$ cat src/rtl/row_select_sequencer_if.sv
// Request/row-enable bundle between the access controller and the row
// select sequencer. The requester drives the master side and the sequencer
// implements the slave side.
interface row_select_sequencer_if #(
  parameter int ADDR_W    = 3,
  parameter int NUM_ROWS  = 8,
  parameter int MAX_BURST = 8
);
  localparam int BL_W = $clog2(MAX_BURST) + 1;

  logic                req;
  logic [ADDR_W-1:0]   start_address;
  logic [BL_W-1:0]     burst_len;
  logic                stall;
  logic [NUM_ROWS-1:0] decoded_address;
  logic [ADDR_W-1:0]   current_address;
  logic                row_valid;
  logic                busy;
  logic                done;
  logic                addr_err;

  modport master (
    output req, start_address, burst_len, stall,
    input  decoded_address, current_address, row_valid, busy, done, addr_err
  );

  modport slave (
    input  req, start_address, burst_len, stall,
    output decoded_address, current_address, row_valid, busy, done, addr_err
  );
endinterface

$ cat src/rtl/row_select_sequencer.sv
// Registered row-select decoder: turns an accepted request (start row plus
// burst length) into a one-hot row enable, then walks consecutive rows with
// wrap at NUM_ROWS. Stall freezes the current row; out-of-range starts are
// flagged and never enable a row.
module row_select_sequencer #(
  parameter int ADDR_W    = 3,
  parameter int NUM_ROWS  = 8,
  parameter int MAX_BURST = 8
) (
  input  logic                    clk,
  input  logic                    rst,
  row_select_sequencer_if.slave   bus
);
  localparam int BL_W = $clog2(MAX_BURST) + 1;

  typedef enum logic [1:0] {IDLE, ACTIVE, FINISH} state_t;

  state_t              state, state_nx;
  logic [NUM_ROWS-1:0] dec_q, dec_nx;
  logic [ADDR_W-1:0]   cur_q, cur_nx;
  logic [BL_W-1:0]     rem_q, rem_nx;
  logic                valid_q, valid_nx;
  logic                busy_q, busy_nx;
  logic                done_q, done_nx;
  logic                err_q, err_nx;

  logic [BL_W-1:0]     eff_len;
  logic                in_range;
  logic [ADDR_W-1:0]   cur_step;

  // Burst length clamp and start-address range check on the request inputs.
  always_comb begin
    eff_len = bus.burst_len;
    if (bus.burst_len == '0)
      eff_len = BL_W'(1);
    else if (32'(bus.burst_len) > MAX_BURST)
      eff_len = BL_W'(MAX_BURST);
    in_range = 32'(bus.start_address) < NUM_ROWS;
    cur_step = (cur_q == ADDR_W'(NUM_ROWS - 1)) ? '0 : cur_q + ADDR_W'(1);
  end

  // Next-state and next-output computation; every output is a register.
  always_comb begin
    state_nx = state;
    dec_nx   = dec_q;
    cur_nx   = cur_q;
    rem_nx   = rem_q;
    valid_nx = valid_q;
    busy_nx  = busy_q;
    done_nx  = done_q;
    err_nx   = err_q;
    unique case (state)
      IDLE: begin
        if (bus.req) begin
          busy_nx = 1'b1;
          if (in_range) begin
            state_nx = ACTIVE;
            dec_nx   = NUM_ROWS'(1) << bus.start_address;
            cur_nx   = bus.start_address;
            valid_nx = 1'b1;
            err_nx   = 1'b0;
            rem_nx   = eff_len - BL_W'(1);
          end else begin
            state_nx = FINISH;
            dec_nx   = '0;
            cur_nx   = '0;
            valid_nx = 1'b0;
            done_nx  = 1'b1;
            err_nx   = 1'b1;
            rem_nx   = '0;
          end
        end
      end
      ACTIVE: begin
        if (!bus.stall) begin
          if (rem_q != '0) begin
            dec_nx = NUM_ROWS'(1) << cur_step;
            cur_nx = cur_step;
            rem_nx = rem_q - BL_W'(1);
          end else begin
            state_nx = FINISH;
            dec_nx   = '0;
            cur_nx   = '0;
            valid_nx = 1'b0;
            done_nx  = 1'b1;
          end
        end
      end
      FINISH: begin
        state_nx = IDLE;
        busy_nx  = 1'b0;
        done_nx  = 1'b0;
        rem_nx   = '0;
      end
      default: begin
        state_nx = IDLE;
        dec_nx   = '0;
        cur_nx   = '0;
        rem_nx   = '0;
        valid_nx = 1'b0;
        busy_nx  = 1'b0;
        done_nx  = 1'b0;
      end
    endcase
  end

  // State and output registers with asynchronous clear.
  always_ff @(posedge clk or posedge rst) begin
    if (rst) begin
      state   <= IDLE;
      dec_q   <= '0;
      cur_q   <= '0;
      rem_q   <= '0;
      valid_q <= 1'b0;
      busy_q  <= 1'b0;
      done_q  <= 1'b0;
      err_q   <= 1'b0;
    end else begin
      state   <= state_nx;
      dec_q   <= dec_nx;
      cur_q   <= cur_nx;
      rem_q   <= rem_nx;
      valid_q <= valid_nx;
      busy_q  <= busy_nx;
      done_q  <= done_nx;
      err_q   <= err_nx;
    end
  end

  assign bus.decoded_address = dec_q;
  assign bus.current_address = cur_q;
  assign bus.row_valid       = valid_q;
  assign bus.busy            = busy_q;
  assign bus.done            = done_q;
  assign bus.addr_err        = err_q;
endmodule

$ cat src/flat_wrapper.sv
// flat-port wrapper written by rule: the top's interface ports become plain ports
module row_select_sequencer_flat 
#(
  parameter int ADDR_W    = 3,
  parameter int NUM_ROWS  = 8,
  parameter int MAX_BURST = 8
)
  (clk, rst, bus_req, bus_start_address, bus_burst_len, bus_stall, bus_decoded_address, bus_current_address, bus_row_valid, bus_busy, bus_done, bus_addr_err);
  row_select_sequencer_if #(.ADDR_W(ADDR_W), .NUM_ROWS(NUM_ROWS), .MAX_BURST(MAX_BURST)) bus_i ();
  input  logic clk;
  input  logic rst;
  input wire logic [$bits(bus_i.req)-1:0] bus_req;
  input wire logic [$bits(bus_i.start_address)-1:0] bus_start_address;
  input wire logic [$bits(bus_i.burst_len)-1:0] bus_burst_len;
  input wire logic [$bits(bus_i.stall)-1:0] bus_stall;
  output wire logic [$bits(bus_i.decoded_address)-1:0] bus_decoded_address;
  output wire logic [$bits(bus_i.current_address)-1:0] bus_current_address;
  output wire logic [$bits(bus_i.row_valid)-1:0] bus_row_valid;
  output wire logic [$bits(bus_i.busy)-1:0] bus_busy;
  output wire logic [$bits(bus_i.done)-1:0] bus_done;
  output wire logic [$bits(bus_i.addr_err)-1:0] bus_addr_err;
  assign bus_i.req = bus_req;
  assign bus_i.start_address = bus_start_address;
  assign bus_i.burst_len = bus_burst_len;
  assign bus_i.stall = bus_stall;
  assign bus_decoded_address = bus_i.decoded_address;
  assign bus_current_address = bus_i.current_address;
  assign bus_row_valid = bus_i.row_valid;
  assign bus_busy = bus_i.busy;
  assign bus_done = bus_i.done;
  assign bus_addr_err = bus_i.addr_err;
  row_select_sequencer #(.ADDR_W(ADDR_W), .NUM_ROWS(NUM_ROWS), .MAX_BURST(MAX_BURST)) u_core (.clk(clk), .rst(rst), .bus(bus_i));
endmodule
$ cat config.mk
export PLATFORM = sky130hd
export DESIGN_NAME = row_select_sequencer_flat
export DESIGN_NICKNAME = d
export VERILOG_FILES = /design/src/rtl/row_select_sequencer_if.sv /design/src/rtl/row_select_sequencer.sv /design/src/flat_wrapper.sv
export SDC_FILE = /design/constraint.sdc
export NUM_CORES = 1
export LEC_CHECK = 0
export CAP_MARGIN = 20
export CORE_MARGIN = 5
export CORE_UTILIZATION = 25
export DETAILED_ROUTE_END_ITERATION = 10
export SKIP_LAST_GASP = 1
export SLEW_MARGIN = 10
export SYNTH_ARGS = -nofsm -noshare
export SYNTH_HDL_FRONTEND = slang
export SYNTH_SLANG_ARGS = --single-unit
$ cat constraint.sdc
create_clock -name clk -period 1.5 [get_ports clk]
set_input_delay 0.45 -clock clk [delete_from_list [all_inputs] [get_ports clk]]
set_output_delay 0.45 -clock clk [all_outputs]
set_load 0.005 [all_outputs]
# Word level (Yosys, flattened, before mapping)
# Cells that the tools add are included.
# W data, S select, Z words.
[classes]
addsub = 3
n_mul = 0
div_mod_pow = 0
order_cmp = 1
eq_ne = 7
n_shift = 2
muxes = 27
n_bitwise = 3
reduce_logical = 9
[op_table]
columns = ["op", "count"]
rows = [
  ["$mux W8", 3],
  ["$pmux W8 S3", 1],
  ["$mux W4", 5],
  ["$shl A1 B3 Y8 const A", 2],
  ["$mux W3", 4],
  ["$reduce_and A3 Y1", 4],
  ["$pmux W3 S3", 1],
  ["$pmux W4 S2", 1],
  ["$sub A4 B1 Y4 const B", 2],
  ["$mux W2", 3],
  ["$ne A2 B2 Y1 const B", 3],
  ["$mux W1", 5],
  ["$gt A4 B4 Y1 const B", 1],
  ["$logic_not A4 Y1", 1],
  ["$pmux W1 S2", 2],
  ["$pmux W2 S2", 1],
  ["$reduce_and A4 Y1", 1],
  ["$reduce_bool A4 Y1", 1],
  ["$add A3 B1 Y3 const B", 1],
  ["$eq A3 B3 Y1 const B", 1],
  ["$not A1 Y1", 3],
  ["$pmux W1 S3", 1],
  ["$eq A2 B1 Y1 const B", 1],
  ["$eq A2 B2 Y1 const B", 1],
  ["other kinds (3)", 3],
]
[totals]
regBits = 20
latchBits = 0
ram_bits = 0
mem_bits_ro = 0
input_bits = 11
out_inout_bits = 15
elab_cells = 59
mem_count = 0

# Logic depth before layout (Yosys ltp)
[depth]
word_depth = 6
ltp_mapped = 8
mapped_depth_nobuf = 7

# Least setup slack after synthesis
# OpenSTA, ideal clock, no wires.
[synth_path]
path_kind = "reg-to-reg"
start = "register u_core.cur_q[0], in the netlist u_core.bus.current_address[0]"
end = "register u_core.dec_q[0], in the netlist u_core.bus.decoded_address[0]"
arrival_time_ns = 1.513
required_ns = 1.423
setup_slack_ns = -0.091
stages_incl_launch_ff = 6
n_path_buf = 0
synth_period_minus_slack_ns = 1.591
cell_sequence = "dfrtp_1 > ha_1 > ha_1 > nor3_1 > a22oi_1 > a21oi_1"
[synth_via]
elab_chain_cells = 6
word_cells_on_any_way = 7
[synth_lines]
columns = ["item", "line_no", "rtl"]
rows = [
  ["from (decl)", "row_select_sequencer.sv:20", "logic [ADDR_W-1:0] cur_q, cur_nx;"],
  ["from (signal assigned)", "row_select_sequencer.sv:121", "cur_q <= cur_nx;"],
  ["$add A3 B1 Y3 / $eq A3 B3 Y1 (equally long branches)", "row_select_sequencer.sv:39", "cur_step = (cur_q == ADDR_W'(NUM_ROWS - 1)) ? '0 : cur_q + ADDR_W'(1);"],
  ["$mux W3 *", "row_select_sequencer.sv:39", ""],
  ["$shl A1 B3 Y8 *", "row_select_sequencer.sv:77", "dec_nx = NUM_ROWS'(1) << cur_step;"],
  ["$mux W8 *", "row_select_sequencer.sv:76", "if (rem_q != '0) begin"],
  ["$mux W8 *", "row_select_sequencer.sv:75", "if (!bus.stall) begin"],
  ["$pmux W8 S3 *", "row_select_sequencer.sv:52", "unique case (state)"],
  ["to (signal assigned)", "row_select_sequencer.sv:120", "dec_q <= dec_nx;"],
  ["to (decl)", "row_select_sequencer.sv:19", "logic [NUM_ROWS-1:0] dec_q, dec_nx;"],
]
# Mark *: on every way between the ends. The rest lies on a longest branch, timed or not. The select of a mux whose other input is x is not followed.
# A chain may end at the register's enable or synchronous reset.

# Worst setup path after layout
[layout_path]
start = "register u_core.cur_q[1], in the netlist u_core.bus.current_address[1]"
end = "register u_core.dec_q[4], in the netlist u_core.bus.decoded_address[4]"
# The elaborated chain is that of the path after synthesis.

==> reports/results.ini <==
[outcome]
violations=setup timing
status=finished, violations left

[critical_path]
crit_required_ns=1.70
r2r_cells=6
crit_buf_inv=1
arrival_ns=1.79
r2r_start=u_core.bus.current_address[1]
crit_family=adder cells
reg2reg_to=u_core.bus.decoded_address[4]
slowest_stage=dfrtp_1
crit_path_end_kind=flip-flop
cpPeakStageDelay_ns=0.39
r2r_slack_ns=-0.09
start_kind=flip-flop
path_cells=buf_6 > ha_4 > ha_4 > nor3b_4 > a22oi_1 > a21oi_1
critPathMaxFanout=5
crit_top_cell=ha_4
critPathKind=reg2reg

[route]
vias_per_cell=4.90
vias=1136
dr.pass1.iters=4
route.detailed.drc=0
detail_route.wl_per_cell_um=14.6
final_antenna_net_count=0
wl_um=3380
drtIter0Drc=32

[placed_design]
dp.cells=216
place.gp.congestion=0.827
placement.io_buffers=24
dp_hpwl_um=2430

[clock_network]
cts_root_buf=clkbuf_8
clkSlewWorstSetupHoldPaths_ns=0.08
cts_tree=built
cts_inserted_buffers=3
htree_levels=1
ctsLongestPathBuffers=2
clk_latency_ns=0.27
clock-sinks=20

[timing]
finalSetupViolations=9
rsz0062_at_grt=yes
finalCriticalPeriod_ns=1.59
fmax_ghz=0.628
skew_ns=0.00990
setup_tns_ns=-0.389
hold_viol=0
slew_violations=0
layout_worst_path_cycle_share_pct=106
setup_ws_ns=-0.0931

[yosys]
synth_area_per_cell_um2=9.81
seq_area_frac_synth_pct=42.1
synth.distinct_cells=41
ys_ff_latch=20
syn_inst=121
yosysWarnings=0
syn_nets=139
synth_area_um2=1190

[worst_hold_path]
worstHoldEndpoint=u_core.bus.done
hold_path.class=reg2reg
hold_path_startpoint=u_core.bus.done
hold_path_depth=1

[grt]
grt_max_degree=21
grt_use_met3_pct=2.72
track_usage_pct=11.5
grt_pass1_vias=1232
grt_pass1_wl_um=5740
use_met1_pct=12.9
overflow=0
antenna_found_initial=0
grt_use_met2_pct=22.0
busiest_layer=met2

[layout]
diodes=0
fillers=463
multiInputGateArea_um2=787
drive_above_1_share_pct=38.8
regArea_um2=503
fin_cells=232
areaGrowthSynthToFinish_pct=62.8
fin_nets=197

[die]
die_w_um=78.9
die_area_um2=6230
coreArea_um2=4660
die_h_um=78.9
rows=25
start_util_pct=25.5
pin_count=26

[power]
ir_drop_mv=1.05
power.leakage_nw=0.859
cellPowerDensity_nw_per_um2=2130

[run]
maxCapViolCount=0

==> timing repair <==
item | 4_1_cts | 5_1_grt
endpoints found under the setup margin | 27 | 18
hold buffers | 0 | 0
buffers inserted | 10 | 4
gates resized for setup | 35 | 19
pin swaps | 17 | 14
==> per-layer routing <==
metal	vias to the layer above	routed length, um
li1	553	-
met1	559	1380
met2	22	1830
met3	2	146
met4	0	17
met5	-	0
==> final cells by class <==
cell class,instances,share of cell area (%)
repair buffers,57,25.3
clock buffers,3,2.14
flip-flops and latches,20,26.0
clock inverters,1,1.55
multi-input cells,93,40.7
inverters,4,0.777
well taps,54,3.50
==> power breakdown <==
part           switching (W)  total [W]  internal (W)
clock               0.000194   0.000550      0.000357
combinational        0.00122    0.00264       0.00142
sequential          0.000138   0.000926      0.000788
==> layout by cell type, fill, tap and decap left out, types with 5 or more instances in the layout <==
| cell type | instances |
|---|---|
| dlygate4sd2_1 | 15 |
| a21oi_2 | 6 |
| nor2_1 | 15 |
| buf_4 | 29 |
| clkdlybuf4s50_1 | 5 |
| dfrtp_1 | 18 |
| a21oi_1 | 10 |
==> synth_stat cells <==
cell type,number,area [um2]
buf_4,2,15.0
nand2_1,3,11.3
a32oi_1,3,26.3
o21ai_2,1,8.76
a32o_1,1,10.0
a21o_1,1,7.51
nor3b_2,1,12.5
nor3_1,3,15.0
or3b_2,1,8.76
ha_1,7,87.6
o21ai_0,4,20.0
o21ai_1,1,5.00
nand2b_1,3,18.8
a22oi_1,5,37.5
and2_1,1,6.26
nand3b_1,1,7.51
conb_1,1,3.75
xnor2_1,1,8.76
nor4_1,1,6.26
buf_2,2,10.0
o21ba_2,1,10.0
a221o_1,1,10.0
inv_1,4,15.0
nor2b_1,4,25.0
a22o_1,2,17.5
o2111a_1,1,11.3
o311ai_1,1,8.76
nor3b_1,1,7.51
mux2i_1,1,10.0
dfrtp_1,20,500
nor2b_4,1,13.8
o21a_1,1,7.51
a21oi_1,16,80.1
nor2_2,1,6.26
nand3_1,2,10.0
and2b_1,1,7.51
a2bb2oi_4,1,26.3
nor2_1,15,56.3
or3_4,2,22.5
nand2b_2,1,8.76
and3_1,1,6.26
==> how the worst max path moves through the flow <==
stage,endpoint,cells past startpoint,startpoint
2_1_floorplan,u_core.bus.current_address[2],4,u_core.bus.current_address[1]
3_3_place_gp,u_core.rem_q[2],7,bus_burst_len[2]
3_5_place_dp,u_core.rem_q[2],7,bus_burst_len[2]
4_1_cts,bus_current_address[0],2,u_core.bus.current_address[0]
5_1_grt,u_core.bus.decoded_address[4],6,u_core.bus.current_address[1]
6_report,u_core.bus.decoded_address[4],6,u_core.bus.current_address[1]
==> logic make-up (layout without fill, tap and decap cells) <==
kind of cell    Yosys count  in the layout  share of synthesized area (%)
compound gates           40             40                           24.1
other cells               1              1                          0.316
fa+ha+maj                 7              7                           7.38
xor+xnor                  1              1                          0.738
buf+inv                   8             65                           3.37
mux                       1              1                          0.843
simple gates             43             43                           21.1
flops                    20             20                           42.1
==> sequential cells by signal, summed over array words and instances, names as in the netlist <==
register and flops:
u_core.bus.busy 1, u_core.bus.decoded_address 8, u_core.state 2, u_core.rem_q 4, u_core.bus.row_valid 1, u_core.bus.done 1, u_core.bus.current_address 3
==> worst reg2reg max path: cells and delay by family (launching register included) <==
family	cells	cell delay (ns)
AOI/OAI and AO/OA	2	0.30
adders and majority gates	2	0.41
buffers and inverters	1	0.13
DFF	1	0.39
and+or+nand+nor	1	0.30
==> per-stage QoR <==
stage	power, W	hold WS, ns	cell area, um2	util, %	setup slack, ns
6_report	0.00412	0.488	1930	41.5	-0.0931
5_1_grt	0.00446	0.532	1930	41.5	-0.181
4_1_cts	0.00389	0.499	1840	39.5	-0.0871
3_5_place_dp	0.00313	0.485	1660	35.5	-0.499
3_3_place_gp	0.00305	0.486	1660	35.5	-0.425
2_1_floorplan	0.00213	0.414	1200	-	0.00473
(Power assumes the default switching activity.)
==> RTL edit (same settings) <==
`ADDR_W` is set to 3 in 3 places; all go to 5.
--- a/src/rtl/row_select_sequencer_if.sv
+++ b/src/rtl/row_select_sequencer_if.sv
@@ -2,7 +2,7 @@
 // select sequencer. The requester drives the master side and the sequencer
 // implements the slave side.
 interface row_select_sequencer_if #(
-  parameter int ADDR_W    = 3,
+  parameter int ADDR_W    = 5,
   parameter int NUM_ROWS  = 8,
   parameter int MAX_BURST = 8
 );
--- a/src/rtl/row_select_sequencer.sv
+++ b/src/rtl/row_select_sequencer.sv
@@ -3,7 +3,7 @@
 // wrap at NUM_ROWS. Stall freezes the current row; out-of-range starts are
 // flagged and never enable a row.
 module row_select_sequencer #(
-  parameter int ADDR_W    = 3,
+  parameter int ADDR_W    = 5,
   parameter int NUM_ROWS  = 8,
   parameter int MAX_BURST = 8
 ) (
--- a/src/flat_wrapper.sv
+++ b/src/flat_wrapper.sv
@@ -1,7 +1,7 @@
 // flat-port wrapper written by rule: the top's interface ports become plain ports
 module row_select_sequencer_flat 
 #(
-  parameter int ADDR_W    = 3,
+  parameter int ADDR_W    = 5,
   parameter int NUM_ROWS  = 8,
   parameter int MAX_BURST = 8
 )
Ports: changed (resized bus_current_address and bus_start_address); port bits go from 26 to 30. No check against the original RTL was run, so the function may have changed too.
==> RTL edit against the original RTL <==
The run still ends with negative setup slack left. Sequential power increased by 0.8%. Final cell count up 42%. Routed wire length increased by 50%. Largest power group unchanged. Highest routed layer unchanged. Critical endpoint unchanged. Worst setup slack lost 0.035 ns. Sequential cell count rose by 3. Critical path type unchanged. Total power down 1.1%. Design area increased by 41%. Area after synthesis grew 27%.
==> RTL edit: results (changes against the original RTL) <==
Synthesis
  – Yosys warns: 0 (unchanged)
  – Most instantiated cells after synthesis: dfrtp_1 (23), nand2_1 (14), nor2_1 (10), o21ai_0 (8)
  – Synth top area cells: dfrtp_1 (38%), a32oi_1 (4.1%), nand2_1 (3.5%), ha_1 (3.3%), o21ai_0 (2.6%)
  – Syn Nets: 174 (+25%)
  – Register area share after synthesis: 38.1% (-4.1 points)
  – Ys async rst share: 100% (unchanged)
  – Post-Synth Adder-Cell Area: 3.31% (-4.1 points)
  – XOR/XNOR Fraction of Synth Area: 0.579% (-0.16 points)
  – Mux share of post-synthesis cell area: 0.662% (-0.18 points)
  – Synth unique cells: 53 (+29%)
  – Post-synthesis compound-gate area fraction: 24.8% (+0.62 points)

Detailed routing
  – WL met3: 283 um (+94%)
  – Drt pass-1 iters: 5 (+1)
  – Routed length on met1: 2300 um (+66%)
  – DRT iter0 DRCs: 80 (+150%)
  – WL met2: 2430 um (+33%)
  – Final wirelength: 5070 um (+50%)
  – Top sig layer: met4
  – Routed vias: 1,634 (+44%)

Clock network
  – Clock latency reported for the late side of the worst-skew pair: 0.27 ns (about the same)
  – Htree depth: 1 (unchanged)
  – CTS root buf: clkbuf_8
  – Clock transition at path regs: 0.10 ns (+0.02 ns)
  – CTS buffer count: 3 (unchanged)
  – Clk buf depth: 2 (unchanged)

Setup path
  – Critical path arrival: 1.80 ns
  – Critical path's largest stage delay: 0.53 ns (+0.14 ns)
  – CP max stage cell: or4_4
  – Crit Path Max Fanout: 5 (unchanged)
  – Top Family by Delay on Critical Path: simple AND/OR/NAND/NOR gates

Pwr
  – Switch share: 39.1% (+1.5 points)
  – Maximum vdd drop: 0.562 mV (-47%)
  – Leak Pwr: 1.23 nW (+43%)

Run status
  – Failing checks: negative setup slack
  – Status: complete, but fails checks

Timing
  – Clk_skew: 0.00973 ns (-0.000169 ns)
  – Setup ws final: -0.129 ns (-0.0354 ns)
  – Setup-failing EPs final: 11 (+2)
  – Relative slew slack: 80.2%

Placed design
  – Detailed placement HPWL: 3460 um (+43%)
  – DP Worst Slack: -0.560 ns (-0.0606 ns)
  – Placer congestion estimate: 0.860 (+4.1%)
  – Port bufs: 29 (+21%)

Finish
  – Diodes inserted: 0 (unchanged)
  – Max reg flops: 8 (unchanged)
  – Filler cell count: 564 (+22%)
  – Layout cells sized above 1: 51.8% (+13 points)
  – Nets: 273 (+39%)

Global route
  – Largest net degree at the start of global routing: 24 (+14%)
  – Total routing usage reported by global routing: 13.3% (+1.7 points)
  – Initial antenna violation count: 0 (unchanged)
  – Vias in the first global route: 1,682 (+37%)
  – Global-route wire length before repair: 8150 um (+42%)

Worst hold path
  – HP Class: input port to asynchronous set/reset pin
[RTL edit: cell types whose count changed after synthesis, sizes merged, moves of 4 or more]
cell	change
a22oi	-4
nor2	-6
o21ai	+4
a21oi	-8
a32oi	+4
nand2	+11
[RTL edit: layout make-up]
type                    instances  area share [%]
multi-input cells             121            41.6
repair buffers                100            31.0
flip-flops and latches         23            21.3
well taps                      75            3.44
clock buffers                   3            1.51
inverters                       7           0.964
clock inverters                 1           0.184
[RTL edit: power by group through the flow]
stage | registers, W | logic, W | clock network (W)
after floorplan | 0.000924 | 0.00102 | 0
after global placement | 0.000944 | 0.00206 | 0
after detailed placement | 0.000949 | 0.00208 | 0
after CTS | 0.000934 | 0.00243 | 0.000431
after global routing | 0.000954 | 0.00294 | 0.000450
final | 0.000933 | 0.00273 | 0.000413
[RTL edit: cell families (layout without fill, tap and decap cells)]
| group | after synthesis | after routing |
|---|---|---|
| DFF | 23 | 23 |
| adders and majority gates | 4 | 4 |
| xor gates and xnor gates | 1 | 1 |
| muxes | 1 | 1 |
| AOI/OAI and AO/OA | 51 | 51 |
| and+or+nand+nor | 64 | 64 |
| buffers and inverters | 13 | 111 |
[RTL edit: worst min-delay path, stage by stage]
cell and delay [ns]:
clkdlybuf4s50_1 0.40, inv_1 0.09, buf_12 0.19
[RTL edit: routing by layer]
metal  track usage, %  up-vias
met5                0        -
li1                 -      796
met1             17.5      780
met2             22.4       52
met3             2.73        6
met4             2.65        0
[RTL edit: per-stage QoR]
step / setup TNS [ns] / area [sq um] / cells
2_1_floorplan: -0.572 / 1570 / 157
3_3_place_gp: -8.85 / 2310 / 305
3_5_place_dp: -9.04 / 2310 / 305
4_1_cts: -0.864 / 2610 / 328
5_1_grt: -1.40 / 2730 / 330
6_report: -0.748 / 2730 / 330
[RTL edit: what timing repair did]
item,4_1_cts,5_1_grt
endpoints found under the setup margin,36,22
endpoints found under the hold margin,0,0
buffers inserted,19,3
pin swaps,19,11
resized for setup,55,36
[RTL edit: final timing paths]
kind	startpoint	end	slack [ns]	cells past startpoint
max	u_core.state[0]$_DFFE_PP0P_	u_core.bus.decoded_address[4]$_DFFE_PP0P_	-0.13	5
min	rst	u_core.bus.decoded_address[2]$_DFFE_PP0P_	0.49	3
max reg2reg	u_core.state[0]$_DFFE_PP0P_	u_core.bus.decoded_address[4]$_DFFE_PP0P_	-0.13	5
min reg2reg	u_core.bus.addr_err$_DFFE_PP0P_	u_core.bus.addr_err$_DFFE_PP0P_	0.49	1
max in group asynchronous	rst	u_core.state[1]$_DFFE_PP0P_	0.84	3
min in group clk	u_core.bus.addr_err$_DFFE_PP0P_	u_core.bus.addr_err$_DFFE_PP0P_	0.49	1
